==> src/rtl/ncpu32k_lsu_pkg.sv <==
// Shared widths, access-size encodings, FSM state type and alignment helpers
// for the ncpu32k load/store unit.
package ncpu32k_lsu_pkg;

  localparam int NCPU_AW = 32;
  localparam int NCPU_DW = 32;

  localparam logic [2:0] NCPU_LSU_SIZE_B = 3'd1;
  localparam logic [2:0] NCPU_LSU_SIZE_H = 3'd2;
  localparam logic [2:0] NCPU_LSU_SIZE_W = 3'd3;

  typedef enum logic [1:0] {
    ST_IDLE = 2'd0,
    ST_CMD  = 2'd1,
    ST_WAIT = 2'd2,
    ST_RESP = 2'd3
  } lsu_state_e;

  // Low address bits that must be zero for a naturally aligned access.
  // Unknown size codes behave as words.
  function automatic logic [1:0] align_mask(input logic [2:0] size);
    case (size)
      NCPU_LSU_SIZE_B: align_mask = 2'b00;
      NCPU_LSU_SIZE_H: align_mask = 2'b01;
      NCPU_LSU_SIZE_W: align_mask = 2'b11;
      default:         align_mask = 2'b11;
    endcase
  endfunction

  function automatic logic is_misaligned(input logic [2:0] size, input logic [1:0] addr_lo);
    return |(addr_lo & align_mask(size));
  endfunction

endpackage

==> src/rtl/ncpu32k_lsu_if.sv <==
// dbus link between the LSU (master) and the D-MMU (slave): command channel,
// response channel and the MMU exception flags that accompany a response.
interface ncpu32k_lsu_if;
  import ncpu32k_lsu_pkg::*;

  logic               cmd_valid;
  logic               cmd_ready;
  logic [NCPU_AW-1:0] cmd_addr;
  logic [2:0]         cmd_size;
  logic               cmd_we;
  logic [NCPU_DW-1:0] din;
  logic               valid;
  logic               ready;
  logic [NCPU_DW-1:0] dout;
  logic               exp_tlb_miss;
  logic               exp_page_fault;

  modport master (
    output cmd_valid, cmd_addr, cmd_size, cmd_we, din, ready,
    input  cmd_ready, valid, dout, exp_tlb_miss, exp_page_fault
  );

  modport slave (
    input  cmd_valid, cmd_addr, cmd_size, cmd_we, din, ready,
    output cmd_ready, valid, dout, exp_tlb_miss, exp_page_fault
  );

endinterface

==> src/rtl/ncpu32k_lsu_align.sv <==
// Combinational lane handling: store-data replication onto all byte lanes and
// little-endian load extraction with zero/sign extension.
module ncpu32k_lsu_align
  import ncpu32k_lsu_pkg::*;
(
  input  logic [2:0]         size_i,
  input  logic               sign_ext_i,
  input  logic [1:0]         addr_lo_i,
  input  logic [NCPU_DW-1:0] wdat_i,
  input  logic [NCPU_DW-1:0] rdat_i,
  output logic [NCPU_DW-1:0] din_o,
  output logic [NCPU_DW-1:0] dout_o
);

  logic [7:0]  byte_lane;
  logic [15:0] half_lane;

  always_comb begin
    case (addr_lo_i)
      2'd0:    byte_lane = rdat_i[7:0];
      2'd1:    byte_lane = rdat_i[15:8];
      2'd2:    byte_lane = rdat_i[23:16];
      default: byte_lane = rdat_i[31:24];
    endcase
    half_lane = addr_lo_i[1] ? rdat_i[31:16] : rdat_i[15:0];

    case (size_i)
      NCPU_LSU_SIZE_B: begin
        din_o  = {4{wdat_i[7:0]}};
        dout_o = {{24{sign_ext_i & byte_lane[7]}}, byte_lane};
      end
      NCPU_LSU_SIZE_H: begin
        din_o  = {2{wdat_i[15:0]}};
        dout_o = {{16{sign_ext_i & half_lane[15]}}, half_lane};
      end
      default: begin
        din_o  = wdat_i;
        dout_o = rdat_i;
      end
    endcase
  end

endmodule

==> src/rtl/ncpu32k_lsu.sv <==
// ncpu32k_lsu: single-outstanding load/store unit in front of the D-MMU.
// Define NCPU_LSU_MISALIGN_EXP_EN to trap misaligned half/word ops instead of truncating the address.
//  state | meaning
//  IDLE  | ready to accept an op from execute
//  CMD   | dbus command presented, waiting for cmd_ready
//  WAIT  | waiting for load data / store ack or an MMU exception
//  RESP  | result or exception held until writeback takes it
module ncpu32k_lsu
  import ncpu32k_lsu_pkg::*;
(
  input  logic               clk,
  input  logic               rst,
  input  logic               lsu_in_valid_i,
  output logic               lsu_in_ready_o,
  input  logic               lsu_we_i,
  input  logic               lsu_sign_ext_i,
  input  logic [2:0]         lsu_size_i,
  input  logic [NCPU_AW-1:0] lsu_addr_i,
  input  logic [NCPU_DW-1:0] lsu_wdat_i,
  output logic               lsu_out_valid_o,
  input  logic               lsu_out_ready_i,
  output logic [NCPU_DW-1:0] lsu_dout_o,
  output logic               lsu_exp_tlb_miss_o,
  output logic               lsu_exp_page_fault_o,
  output logic               lsu_exp_misalign_o,
  output logic [NCPU_AW-1:0] lsu_exp_vaddr_o,
  ncpu32k_lsu_if.master      dbus
);

  lsu_state_e         state_q;
  logic               in_ready_q, cmd_valid_q, dbus_ready_q, out_valid_q;
  logic               we_q, sign_q;
  logic [2:0]         size_q;
  logic [NCPU_AW-1:0] addr_q;
  logic [NCPU_DW-1:0] wdat_q, dout_q;
  logic               tlb_q, pf_q, mis_q;
  logic               mis_in;
  logic [NCPU_DW-1:0] din_w, load_d;

  ncpu32k_lsu_align u_align (
    .size_i     (size_q),
    .sign_ext_i (sign_q),
    .addr_lo_i  (addr_q[1:0]),
    .wdat_i     (wdat_q),
    .rdat_i     (dbus.dout),
    .din_o      (din_w),
    .dout_o     (load_d)
  );

`ifdef NCPU_LSU_MISALIGN_EXP_EN
  assign mis_in        = is_misaligned(lsu_size_i, lsu_addr_i[1:0]);
  assign dbus.cmd_addr = addr_q;
`else
  // Without the trap, low address bits are silently dropped to the access size.
  assign mis_in        = 1'b0;
  assign dbus.cmd_addr = {addr_q[NCPU_AW-1:2], addr_q[1:0] & ~align_mask(size_q)};
`endif

  always_ff @(posedge clk) begin
    if (rst) begin
      state_q      <= ST_IDLE;
      in_ready_q   <= 1'b1;
      cmd_valid_q  <= 1'b0;
      dbus_ready_q <= 1'b0;
      out_valid_q  <= 1'b0;
      we_q         <= 1'b0;
      sign_q       <= 1'b0;
      size_q       <= '0;
      addr_q       <= '0;
      wdat_q       <= '0;
      dout_q       <= '0;
      tlb_q        <= 1'b0;
      pf_q         <= 1'b0;
      mis_q        <= 1'b0;
    end else begin
      case (state_q)
        ST_IDLE: if (lsu_in_valid_i) begin
          we_q       <= lsu_we_i;
          sign_q     <= lsu_sign_ext_i;
          size_q     <= lsu_size_i;
          addr_q     <= lsu_addr_i;
          wdat_q     <= lsu_wdat_i;
          in_ready_q <= 1'b0;
          if (mis_in) begin
            mis_q       <= 1'b1;
            out_valid_q <= 1'b1;
            state_q     <= ST_RESP;
          end else begin
            cmd_valid_q <= 1'b1;
            state_q     <= ST_CMD;
          end
        end
        ST_CMD: if (dbus.cmd_ready) begin
          cmd_valid_q  <= 1'b0;
          dbus_ready_q <= 1'b1;
          state_q      <= ST_WAIT;
        end
        // An MMU exception takes priority over data arriving in the same cycle.
        ST_WAIT: if (dbus.exp_tlb_miss || dbus.exp_page_fault) begin
          tlb_q        <= dbus.exp_tlb_miss;
          pf_q         <= dbus.exp_page_fault;
          dout_q       <= '0;
          dbus_ready_q <= 1'b0;
          out_valid_q  <= 1'b1;
          state_q      <= ST_RESP;
        end else if (dbus.valid) begin
          dout_q       <= we_q ? '0 : load_d;
          dbus_ready_q <= 1'b0;
          out_valid_q  <= 1'b1;
          state_q      <= ST_RESP;
        end
        ST_RESP: if (lsu_out_ready_i) begin
          out_valid_q <= 1'b0;
          in_ready_q  <= 1'b1;
          dout_q      <= '0;
          tlb_q       <= 1'b0;
          pf_q        <= 1'b0;
          mis_q       <= 1'b0;
          state_q     <= ST_IDLE;
        end
        default: state_q <= ST_IDLE;
      endcase
    end
  end

  assign lsu_in_ready_o       = in_ready_q;
  assign lsu_out_valid_o      = out_valid_q;
  assign lsu_dout_o           = dout_q;
  assign lsu_exp_tlb_miss_o   = tlb_q;
  assign lsu_exp_page_fault_o = pf_q;
  assign lsu_exp_misalign_o   = mis_q;
  assign lsu_exp_vaddr_o      = addr_q;

  assign dbus.cmd_valid = cmd_valid_q;
  assign dbus.cmd_size  = size_q;
  assign dbus.cmd_we    = we_q;
  assign dbus.din       = din_w;
  assign dbus.ready     = dbus_ready_q;

endmodule

==> src/flat_wrapper.sv <==
// flat-port wrapper written by rule: the top's interface ports become plain ports
module ncpu32k_lsu_flat import ncpu32k_lsu_pkg::*;
  (clk, rst, lsu_in_valid_i, lsu_in_ready_o, lsu_we_i, lsu_sign_ext_i, lsu_size_i, lsu_addr_i, lsu_wdat_i, lsu_out_valid_o, lsu_out_ready_i, lsu_dout_o, lsu_exp_tlb_miss_o, lsu_exp_page_fault_o, lsu_exp_misalign_o, lsu_exp_vaddr_o, dbus_cmd_valid, dbus_cmd_addr, dbus_cmd_size, dbus_cmd_we, dbus_din, dbus_ready, dbus_cmd_ready, dbus_valid, dbus_dout, dbus_exp_tlb_miss, dbus_exp_page_fault);
  ncpu32k_lsu_if dbus_i ();
  input  logic clk;
  input  logic rst;
  input  logic lsu_in_valid_i;
  output logic lsu_in_ready_o;
  input  logic lsu_we_i;
  input  logic lsu_sign_ext_i;
  input  logic [2:0] lsu_size_i;
  input  logic [NCPU_AW-1:0] lsu_addr_i;
  input  logic [NCPU_DW-1:0] lsu_wdat_i;
  output logic lsu_out_valid_o;
  input  logic lsu_out_ready_i;
  output logic [NCPU_DW-1:0] lsu_dout_o;
  output logic lsu_exp_tlb_miss_o;
  output logic lsu_exp_page_fault_o;
  output logic lsu_exp_misalign_o;
  output logic [NCPU_AW-1:0] lsu_exp_vaddr_o;
  output wire logic [$bits(dbus_i.cmd_valid)-1:0] dbus_cmd_valid;
  output wire logic [$bits(dbus_i.cmd_addr)-1:0] dbus_cmd_addr;
  output wire logic [$bits(dbus_i.cmd_size)-1:0] dbus_cmd_size;
  output wire logic [$bits(dbus_i.cmd_we)-1:0] dbus_cmd_we;
  output wire logic [$bits(dbus_i.din)-1:0] dbus_din;
  output wire logic [$bits(dbus_i.ready)-1:0] dbus_ready;
  input wire logic [$bits(dbus_i.cmd_ready)-1:0] dbus_cmd_ready;
  input wire logic [$bits(dbus_i.valid)-1:0] dbus_valid;
  input wire logic [$bits(dbus_i.dout)-1:0] dbus_dout;
  input wire logic [$bits(dbus_i.exp_tlb_miss)-1:0] dbus_exp_tlb_miss;
  input wire logic [$bits(dbus_i.exp_page_fault)-1:0] dbus_exp_page_fault;
  assign dbus_cmd_valid = dbus_i.cmd_valid;
  assign dbus_cmd_addr = dbus_i.cmd_addr;
  assign dbus_cmd_size = dbus_i.cmd_size;
  assign dbus_cmd_we = dbus_i.cmd_we;
  assign dbus_din = dbus_i.din;
  assign dbus_ready = dbus_i.ready;
  assign dbus_i.cmd_ready = dbus_cmd_ready;
  assign dbus_i.valid = dbus_valid;
  assign dbus_i.dout = dbus_dout;
  assign dbus_i.exp_tlb_miss = dbus_exp_tlb_miss;
  assign dbus_i.exp_page_fault = dbus_exp_page_fault;
  ncpu32k_lsu u_core (.clk(clk), .rst(rst), .lsu_in_valid_i(lsu_in_valid_i), .lsu_in_ready_o(lsu_in_ready_o), .lsu_we_i(lsu_we_i), .lsu_sign_ext_i(lsu_sign_ext_i), .lsu_size_i(lsu_size_i), .lsu_addr_i(lsu_addr_i), .lsu_wdat_i(lsu_wdat_i), .lsu_out_valid_o(lsu_out_valid_o), .lsu_out_ready_i(lsu_out_ready_i), .lsu_dout_o(lsu_dout_o), .lsu_exp_tlb_miss_o(lsu_exp_tlb_miss_o), .lsu_exp_page_fault_o(lsu_exp_page_fault_o), .lsu_exp_misalign_o(lsu_exp_misalign_o), .lsu_exp_vaddr_o(lsu_exp_vaddr_o), .dbus(dbus_i));
endmodule
==> config.mk <==
export PLATFORM = sky130hd
export DESIGN_NAME = ncpu32k_lsu_flat
export DESIGN_NICKNAME = d
export VERILOG_FILES = /design/src/rtl/ncpu32k_lsu_pkg.sv /design/src/rtl/ncpu32k_lsu_if.sv /design/src/rtl/ncpu32k_lsu_align.sv /design/src/rtl/ncpu32k_lsu.sv /design/src/flat_wrapper.sv
export SDC_FILE = /design/constraint.sdc
export NUM_CORES = 1
export LEC_CHECK = 0
export ABC_AREA = 1
export CORE_MARGIN = 2
export CORE_UTILIZATION = 45
export DETAILED_ROUTE_END_ITERATION = 10
export GPL_TIMING_DRIVEN = 1
export HOLD_SLACK_MARGIN = 0.05
export PLACE_DENSITY = 0.93
export SYNTH_ARGS = -nofsm -noshare
export SYNTH_HDL_FRONTEND = slang
export SYNTH_SLANG_ARGS = --single-unit
==> constraint.sdc <==
create_clock -name clk -period 2.3 [get_ports clk]
set_input_delay 0.46 -clock clk [delete_from_list [all_inputs] [get_ports clk]]
set_output_delay 0.46 -clock clk [all_outputs]
set_load 0.1 [all_outputs]
# Word level (Yosys, flattened, before mapping)
# Cells that the tools add are included.
[op_classes] bitwise_logic=4 eq_ne=12 mux=34 n_reduce_logical=14
[ops] op="$pmux W32 S2" n=3
[ops] op="$mux W32" n=4
[ops] op="$pmux W8 S3" n=1
[ops] op="$mux W16" n=1
[ops] op="$reduce_and A3 Y1" n=5
[ops] op="$mux W1" n=12
[ops] op="$pmux W1 S2" n=6
[ops] op="$mux W2" n=5
[ops] op="$pmux W2 S4" n=1
[ops] op="$reduce_bool A2 Y1" n=4
[ops] op="$eq A2 B2 Y1 const B" n=3
[ops] op="$ne A2 B2 Y1 const B" n=3
[ops] op="$eq A2 B1 Y1 const B" n=2
[ops] op="$logic_not A2 Y1" n=2
[ops] op="$pmux W2 S2" n=1
[ops] op="$reduce_and A4 Y1" n=1
[ops] op="$eq A3 B1 Y1 const B" n=1
[ops] op="$eq A3 B2 Y1 const B" n=1
[ops] op="$ne A3 B2 Y1 const B" n=1
[ops] op="$and A1 B1 Y1" n=2
[ops] op="$and A2 B2 Y2" n=1
[ops] op="$ne A2 B1 Y1 const B" n=1
[ops] op="$not A2 Y2" n=1
[ops] op="$reduce_and A2 Y1" n=1
[ops] op="$logic_or A1 B1 Y1" n=1
[word_totals] reg_bits=109 elab_cells=77 out_inout_bits=139

# Longest topological paths before layout
[depth] ltp_word=8 mapped_depth=10 ltp_nobuf=9

# Cells and area by module
# From an unflattened synthesis, not the netlist that was laid out.
[unflattened] hier_cells=866 area_unflattened_um2=5705.5
[modules_own_cells] module="ncpu32k_lsu" seq_area_each_um2=2182.1 n_inst=1 cells_per_inst=610 area_each_um2=4468.0
[modules_own_cells] module="ncpu32k_lsu_align" seq_area_each_um2=0.0 n_inst=1 cells_per_inst=256 area_each_um2=1237.4

# Least setup slack after synthesis
# OpenSTA, ideal clock, no wires.
[synth_timing] path_kind="register to output" from="reg u_core.size_q[1] (netlist: u_core.dbus.cmd_size[1])" to="out dbus_din[13]" setup_slack_ns=-1.980 required_ns=1.840 path_buffers=2 arrival_ns=3.820 stages_incl_launch_ff=7 path_cell_list="dfxtp_1 -> inv_1 -> nand3b_1 -> nand2_2 -> buf_2 -> buf_2 -> o21ai_0"
[synth_via] elab_chain_len=2 elab_cells_between_ends=3 cone_classes="eq/ne: 2; mux: 1"
[synth_lines] item="start: declaration" line_no="ncpu32k_lsu.sv:33" text="logic [2:0] size_q;"
[synth_lines] item="start signal: assignment" line_no="ncpu32k_lsu.sv:80" text="size_q <= lsu_size_i;"
[synth_lines] item="$eq A3 B2 Y1 or $eq A3 B1 Y1 (tied branches)" line_no="ncpu32k_lsu_align.sv:27" text="case (size_i)"
[synth_lines] item="$pmux W32 S2 *" line_no="ncpu32k_lsu_align.sv:27"
[synth_lines] item="end: declaration" line_no="flat_wrapper.sv:25" text="output wire logic [$bits(dbus_i.din)-1:0] dbus_din;"
# Mark *: on every way between the ends. The rest lies on a longest branch, timed or not.

# Worst setup path after layout
[layout_timing] from="reg u_core.size_q[1] (netlist: u_core.dbus.cmd_size[1])" to="out dbus_din[23]"
# Same word-level chain as after synthesis.

==> out/results.tsv <==
metric	value	unit
final setup TNS	0	ns
Vias	5952	
Port Buffers	246	
FMAX	454.0	MHz
P_leak	3.434	nW
commonest non-fill, non-tap cell in the layout	nand2_1	
largest family of logic cells by synthesized area	simple AND/OR/NAND/NOR gates	
Worst R2R End	u_core.lsu_dout_o[16]$_SDFFE_PP0P_	
synth warn	0	
mapped cell area	5479	um2
Longest Clk Path Bufs	2	
Max Cap Violations	0	
core area	11960	um2
Final Hold Vio Count	0	
Synth Area in XOR/XNOR	0	
Critical Path AT	1.74	ns
Root Driver	clkbuf_16	
Worst Hold End	u_core.lsu_dout_o[3]$_SDFFE_PP0P_	
largest net degree at the start of global routing	47	
Yosys top cell by area	dfxtp_1	
outcome	completed	
RSZ-0062 raised after global routing	no	
num rows	40	
first-pass GRT wire length	28410	um
H-tree depth	3	
vias in the first global route	5741	
Syn Inst Count	780	
max-slew violation count	0	
share of the synthesized area in the top cell type	0.3983	
fin crit share	0.9576	
setup violators final	0	
area share of fa/ha/maj cells after synthesis	0.009135	
remaining global-route overflow	0	
hold_sp	u_core.lsu_dout_o[3]$_SDFFE_PP0P_	
Worst setup EP type	output port	
1st-pass router iterations	5	
Reg clk slew, reported paths	0.07	ns
synthesized net count	893	
Worst Hold Class	flip-flop to flip-flop	
commonest cells after routing, fill and taps aside	nand2_1 (251), buf_4 (124), clkdlybuf4s50_1 (107)	
Hold Crit Depth	2	
#FFs+latches synth	109	
Synth Area in Compound Gates	0.1662	
DP HPWL	13870	um
pwr dens	1341	nW/um2
pre-CTS WS	0.2659	ns
Cell variety after synth	31	
syn_area_per_cell	7.024	um2
top cells by area, synth	dfxtp_1 (40%), nand2_1 (18%), a21oi_1 (8.9%)	
worst r2r src	u_core.state_q[0]$_SDFFE_PP0P_	
fin worst setup slack	0.09759	ns
drt wl/cell	16.37	um
mux share of post-synthesis cell area	0	
vias per cell	5.319	
R2R cell count	10	
Initial Util	0.4581	
CTS tree	yes	
Final min period	2.202	ns
Fin Hold WS	0.4654	ns
Setup Skew	0.007701	ns
# DRC	0	
Die Y	114.3	um
crit path kind	flip-flop to output port	
Max VDD drop	1169	uV
CTS Buf Count	9	
clk_lat worst skew	0.35	ns
proportion of layout cells with a drive suffix above 1	0.2623	
Setup crit start kind	flip-flop	
gpl congestion	0.9591	
Sink Count	109	
Area growth syn-to-layout	50.33	%
Initial DRC Count	358	
die width	114.3	um
initial antenna violation count	0	
fin nets	1080	
Seq/Total Area, Yosys	0.3983	
die area	13070	um2
WL final	18320	um
Post-Synth Simple-Gate Area	0.2932	
io pins	248	
post-route ant nets	0	
r2r setup slk	0.53	ns
CP Max Fanout	26	
diode count	0	
Req. time, crit path	1.84	ns
all-layer global routing usage	0.2757	
CTS hold repair buffers	0	
==> worst max-delay path by stage <==
stage                                               startpoint                                 end  slack (ns)
after floorplan           u_core.dbus.cmd_size[1]$_SDFFE_PP0P_                        dbus_din[29]        0.02
after global placement    u_core.dbus.cmd_size[1]$_SDFFE_PP0P_                        dbus_din[23]        0.37
after detailed placement                         dbus_dout[15]  u_core.lsu_dout_o[20]$_SDFFE_PP0P_        0.27
after CTS                 u_core.dbus.cmd_size[2]$_SDFFE_PP0P_                         dbus_din[9]        0.05
after global routing      u_core.dbus.cmd_size[1]$_SDFFE_PP0P_                        dbus_din[23]        0.01
final                     u_core.dbus.cmd_size[1]$_SDFFE_PP0P_                        dbus_din[23]         0.1
==> Yosys cell counts (all sizes together) <==
cell / n
nor2: 33
ha: 4
inv: 46
o21ai: 33
nand3b: 3
or2: 15
nand3: 43
a31oi: 1
conb: 1
buf: 72
clkbuf: 16
o22ai: 1
a311oi: 1
nand2: 269
o211ai: 4
a21oi: 108
nand4: 1
a211oi: 15
dfxtp: 109
nor3: 5
==> stage by stage <==
stage / utilization / area [um2] / instances / total power [mW]
2_1_floorplan: - / 5645 / 780 / 7.741
3_3_place_gp: 0.6629 / 7929 / 1103 / 9.380
3_5_place_dp: 0.6629 / 7929 / 1103 / 9.480
4_1_cts: 0.6883 / 8233 / 1119 / 11.06
5_1_grt: 0.6886 / 8237 / 1119 / 11.51
6_report: 0.6886 / 8237 / 1119 / 11.05
==> report_power, final <==
part | switching, mW | internal [mW]
clock network | 0.712 | 0.854
logic | 5.11 | 1.88
registers | 0.272 | 2.23
total | 6.09 | 4.96
==> worst max-delay path, cell delays in order (launching register included) <==
cell and delay [ns]:
dfxtp_4 0.35, inv_1 0.05, nand3b_1 0.15, nand2_2 0.12, inv_4 0.27, nand2_1 0.15
o21ai_4 0.10, buf_12 0.19
==> registers in the layout (all words and copies together) (netlist names) <==
| signal | cells |
|---|---|
| u_core.sign_q | 1 |
| u_core.dbus.ready | 1 |
| u_core.lsu_out_valid_o | 1 |
| u_core.dbus.cmd_valid | 1 |
| u_core.lsu_exp_page_fault_o | 1 |
| u_core.lsu_exp_tlb_miss_o | 1 |
| u_core.lsu_dout_o | 32 |
| u_core.state_q | 2 |
| u_core.lsu_in_ready_o | 1 |
| u_core.wdat_q | 32 |
| u_core.lsu_exp_vaddr_o | 32 |
| u_core.dbus.cmd_size | 3 |
| u_core.dbus.cmd_we | 1 |
==> area by class of cell <==
cell class,instances,area (um2)
clock inverter,6,68.82
multi-input combinational,537,2728
inverter,46,175.2
sequential,109,2195
timing repair buffer,264,2658
clock buffer,10,229.0
fill,930,3725
tap,147,183.9
==> logic make-up (layout without fill, tap and decap cells) <==
logic type / Yosys count / count (layout)
buffers and inverters: 134 / 326
other: 1 / 1
adder cells (fa/ha/maj): 4 / 4
flip-flops: 109 / 109
AO/OA/AOI/OAI: 163 / 163
AND/OR/NAND/NOR: 369 / 369
==> what timing repair did <==
action	4_1_cts	5_1_grt
setup endpoints to repair	1	14
gates resized for setup	2	2
setup buffers	0	0
==> metal layers <==
metal	global-route usage	part of all wire
met2	0.4813	0.49
met1	0.3191	0.39
met3	0.06723	0.075
met4	0.1252	0.042
met5	0	0
Note: power is estimated with default switching activity, not from simulation.
==> RTL edit 1 (same flow settings) <==
`NCPU_AW`: 32 -> 48.
--- a/src/rtl/ncpu32k_lsu_pkg.sv
+++ b/src/rtl/ncpu32k_lsu_pkg.sv
@@ -4,3 +4,3 @@
 
-  localparam int NCPU_AW = 32;
+  localparam int NCPU_AW = 48;
   localparam int NCPU_DW = 32;
Interface: changed (resized dbus_cmd_addr, lsu_addr_i and lsu_exp_vaddr_o); port bits go from 248 to 296. No check against the original RTL was run, so the function may have changed too.
==> RTL edit 1 against the unedited design <==
- power rose by 21%
- cell area increased by 15%
- wire length increased by 12%
- synthesized cell count grew 11%
- utilization rose by 2.3 points
- sequential cell count is 16 higher
- worst setup slack lost 26 ps
- non-clock buffer count up 46
- synthesized area rose by 13%
- critical endpoint is now dbus_din[29]
- largest power group unchanged
==> RTL edit 1: results (changes against the unedited design) <==
Status: finished clean
Multi-input combinational area share: 31.2% (-1.9 points)
Post-cts gate resize count: 9 (+7)
Compound-Gate Fraction of Synth Area: 16.1% (-0.55 points)
Vias in the first global route: 6224 (+8.4%)
Synthesized Nets: 993 (+11%)
Final HPWL DP: 14.8 mm (+6.8%)
M2 GR Usage: 46.8% (-1.3 points)
TritonCTS Buffers: 17 (+8)
Crit path time final: 2230 ps (+25.9 ps)
Global placer's final weighted congestion: 0.894 (-6.8%)
Vias: 6605 (+11%)
Gr usage total: 27.4% (-0.20 points)
Metal3 WL: 1.91 mm (+39%)
Reg area: 2510 um^2 (+15%)
Worst reg2reg setup slack: 470 ps (-60 ps)
Commonest cells post-synth: 298 x nand2_1, 125 x dfxtp_1, 113 x a21oi_1
Worst Path Max Fanout: 7 (-73%)
Drt initial violations: 602 (+68%)
Initial antenna violation count: 2 (+2)
Hold Path Origin: u_core.dbus.ready$_SDFFE_PP0P_
Distinct cell type count after synthesis: 32 (+3.2%)
Clock skew: 8.35 ps (+0.645 ps)
Ant diodes: 3 (+3)
Post-DP Area: 8880 um^2 (+12%)
Worst skew pair latency: 420 ps (+70 ps)
Pin count of the biggest net entering global routing: 126 (+170%)
Critical Path AT: 1770 ps (+30 ps)
Top post-synthesis cells by area: dfxtp_1 41%, nand2_1 18%, a21oi_1 9.2%, buf_4 7.1%, o21ai_0 2.7%
I/O Buffers: 294 (+20%)
Sequential area share after synthesis: 40.6% (+0.77 points)
Setup Fix Bufs, Post-CTS: 1 (+1)
First-pass DRT Iterations: 6 (+1)
WL final: 20.6 mm (+12%)
Reg power frac: 21.4% (-1.2 points)
Clock sinks: 125 (+15%)
Drt wl/cell: 16.2 um (-1.3%)
Critical path launch point: u_core.dbus.cmd_size[2]$_SDFFE_PP0P_
Met1 global-route usage: 31.9% (about the same)
CTS H-Tree Depth: 4 (+1)
Fin area: 9460 um^2 (+15%)
Syn Area/Cell: 7.14 um^2 (+1.6%)
P_comb: 8.06 mW (+15%)
Final clock-cell share: 5.53% (+1.9 points)
First-pass GRT wire length: 31.4 mm (+10%)
M1 WL: 7.76 mm (+8.7%)
Non-CTS buffers: 310 (+17%)
Hold WS: 458 ps (-7.15 ps)
Clock Buffer Count: 22 (+12)
NonClk Buf Share: 32.3% (+0.041 points)
Psw: 7.21 mW (+18%)
Clk slew on worst S/H paths: 50 ps (-20 ps)
Fillers: 1023 (+10%)
==> RTL edit 1: cell types whose count changed after synthesis, sizes merged <==
cell    before  now
dfxtp      109  125
a21oi      108  124
clkbuf      16   23
buf         72   85
nand2      269  301
==> RTL edit 1: worst paths after layout <==
kind	to
worst max-delay path	dbus_din[29]
worst min-delay path	u_core.dbus.ready$_SDFFE_PP0P_
worst max register to register	u_core.lsu_dout_o[8]$_SDFFE_PP0P_
worst min register to register	u_core.dbus.ready$_SDFFE_PP0P_
==> RTL edit 1: cells by family after synthesis <==
logic type / count (synthesis)
simple gates: 401
compound gates: 179
buf+inv: 154
flops: 125
fa+ha+maj: 4
other cells: 1
==> RTL edit 1: worst register-to-register path: stages (launching register included) <==
cell     delay [ps]
dfxtp_1         360
inv_1            90
ha_1            250
inv_2           100
nor2_1           50
nand2_1         150
nand3_2         130
nor2_4          120
buf_12          200
nand3_1         180
a21oi_1         150
==> RTL edit 2 (same settings) <==
Made on the original files. Re-encode `lsu_state_e` (4 states) as Gray code, 2 bits wide.
--- a/src/rtl/ncpu32k_lsu_pkg.sv
+++ b/src/rtl/ncpu32k_lsu_pkg.sv
@@ -12,6 +12,6 @@
   typedef enum logic [1:0] {
-    ST_IDLE = 2'd0,
-    ST_CMD  = 2'd1,
-    ST_WAIT = 2'd2,
-    ST_RESP = 2'd3
+    ST_IDLE = 2'b00,
+    ST_CMD  = 2'b01,
+    ST_WAIT = 2'b11,
+    ST_RESP = 2'b10
   } lsu_state_e;
Check against the original RTL: no difference found for any inputs over 4 cycles, from zero or initial values and one cycle with rst high; so few cycles prove little.
==> RTL edit 2 against the unedited design <==
- cell area up 0.21%
- wire length up 1.4%
- worst setup slack worse by 28 ps
- global-route usage up 0.86 points
- count of clock-buffer cells in the layout unchanged
- clock skew about the same
- sequential cell count unchanged
- synthesized area down 1.7%
- highest routed layer unchanged
- sequential share of layout area down 0.057 points
Power is not compared: it rests on default switching activity, and its combinational part moved more than twofold at a synthesized area within 25%.
==> RTL edit 2: results (changes against the unedited design) <==
Status: finished clean
Synthesized Nets: 886 (-0.78%)
Worst reg2reg setup slack: 390 ps (-140 ps)
Via density: 5.33 (+0.17%)
Nets: 1082 (+0.19%)
Switch share: 45.3%
WL final: 18.6 mm (+1.4%)
First-pass GRT wire length: 29.1 mm (+2.5%)
Hold Path Origin: u_core.lsu_dout_o[11]$_SDFFE_PP0P_
Root buffer cell: clkbuf_16
Vias in the first global route: 5857 (+2.0%)
Pin count of the biggest net entering global routing: 59 (+26%)
Final HPWL DP: 13.1 mm (-5.6%)
Dpl ws: 116 ps (-150 ps)
Critical Path AT: 1770 ps (+30 ps)
Final Power: 6.70 mW
Worst Path Max Fanout: 35 (+35%)
Clk slew on worst S/H paths: 70 ps (about the same)
Clock skew: 7.44 ps (-0.260 ps)
Worst slew margin: 65.5%
Clk buf depth: 2 (unchanged)
I/O Buffers: 246 (unchanged)
Main synth FF type: dfxtp_1
Top post-synthesis cells by area: dfxtp_1 41%, nand2_1 11%, o21ai_0 9.2%, nor2_1 9.0%, buf_4 6.4%
Cell with the largest stage delay on the worst path: dfxtp_4
Worst setup path endpoint: dbus_din[16]
Reg-to-Reg End: u_core.lsu_dout_o[16]$_SDFFE_PP0P_
Fillers: 897 (-3.5%)
Sequential area share after synthesis: 40.5% (+0.68 points)
Distinct cell type count after synthesis: 30 (-3.2%)
Gr usage total: 28.4% (+0.86 points)
CP Class: reg -> out
CP peak stage delay: 360 ps
Global placer's final weighted congestion: 0.872 (-9.1%)
RR Startpoint: u_core.dbus.cmd_size[0]$_SDFFE_PP0P_
Commonest cells post-synth: 162 x nand2_1, 129 x nor2_1, 109 x dfxtp_1
Layout cells sized above 1: 26.8% (+0.55 points)
Fin crit share: 97.0% (+1.2 points)
Reg2Reg Depth: 9 (-1)
First-pass DRT Iterations: 6 (+1)
Drt initial violations: 672 (+88%)
P_leak: 3.59 nW
-- RTL edit 2: cell count changes after synthesis, sizes merged, moves of 3 or more --
| cell | unedited run | this run |
|---|---|---|
| a211oi | 15 | 0 |
| a21oi | 108 | 62 |
| buf | 72 | 62 |
| clkbuf | 16 | 25 |
| ha | 4 | 0 |
| nand2 | 269 | 163 |
| nand3 | 43 | 48 |
| nand3b | 3 | 0 |
| nor2 | 33 | 132 |
| o21ai | 33 | 99 |
-- RTL edit 2: kinds of logic (layout without fill, tap and decap cells) --
group / after synthesis / count (layout) / share of synthesized area, %
buf+inv: 134 / 335 / 13.3
flops: 109 / 109 / 40.5
other cells: 1 / 1 / 0.0696
compound gates: 168 / 168 / 16.6
simple gates: 365 / 365 / 29.5
-- RTL edit 2: layout make-up --
class,instances,area share [%]
repair buffers,272,32.8
multi-input cells,534,32.7
flip-flops and latches,109,26.6
clock buffers,10,2.90
inverters,47,2.27
well taps,143,2.17
clock inverters,6,0.531
-- RTL edit 2: how the worst min path moves through the flow --
stage,cells after the start,slack [ps],end
global route,2,480,u_core.lsu_out_valid_o$_SDFFE_PP0P_
CTS,2,470,u_core.lsu_dout_o[11]$_SDFFE_PP0P_
finish,2,470,u_core.lsu_dout_o[11]$_SDFFE_PP0P_
floorplan,2,480,u_core.wdat_q[20]$_SDFFE_PP0P_
detailed placement,2,450,u_core.lsu_in_ready_o$_SDFFE_PP1P_
global placement,2,450,u_core.lsu_in_ready_o$_SDFFE_PP1P_
-- RTL edit 2: worst max-delay path: cells and delay by family, from the launching register on --
kind                   cells  cell delay (ps)
buffers and inverters      4              600
and+or+nand+nor            4              440
DFF                        1              360
-- RTL edit 2: what timing repair did --
| action | CTS | global route |
|---|---|---|
| pin swaps | 0 | 10 |
| setup buffers | 2 | 10 |
| resized for setup | 7 | 12 |
| setup endpoints to repair | 23 | 24 |
-- RTL edit 2: power groups by stage --
stage | clock [mW] | combinational, mW | sequential (mW)
CTS | 1.54 | 3.00 | 2.12
finish | 1.52 | 3.06 | 2.12
floorplan | 0 | 1.71 | 2.65
global route | 1.61 | 3.18 | 2.14
detailed placement | 0 | 2.98 | 2.16
global placement | 0 | 2.95 | 2.16
-- RTL edit 2: metal layers --
layer / routed length, um / GRT usage, % / vias up
met2: 9400 / 51.1 / 346
met4: 723 / 12.0 / 0
met5: 0 / 0 / -
li1: - / - / 2840
met3: 1720 / 7.97 / 61
met1: 6730 / 31.6 / 2726
-- RTL edit 2: metrics by stage --
stage	hold slack [ps]	instance area, um^2	utilization, %	cells	setup TNS, ps
2_1_floorplan	476	5610	-	777	-110
3_3_place_gp	448	7840	67.8	1093	0
3_5_place_dp	449	7840	67.8	1093	0
4_1_cts	467	8170	70.6	1111	0
5_1_grt	484	8250	71.4	1121	-144
6_report	466	8250	71.4	1121	0
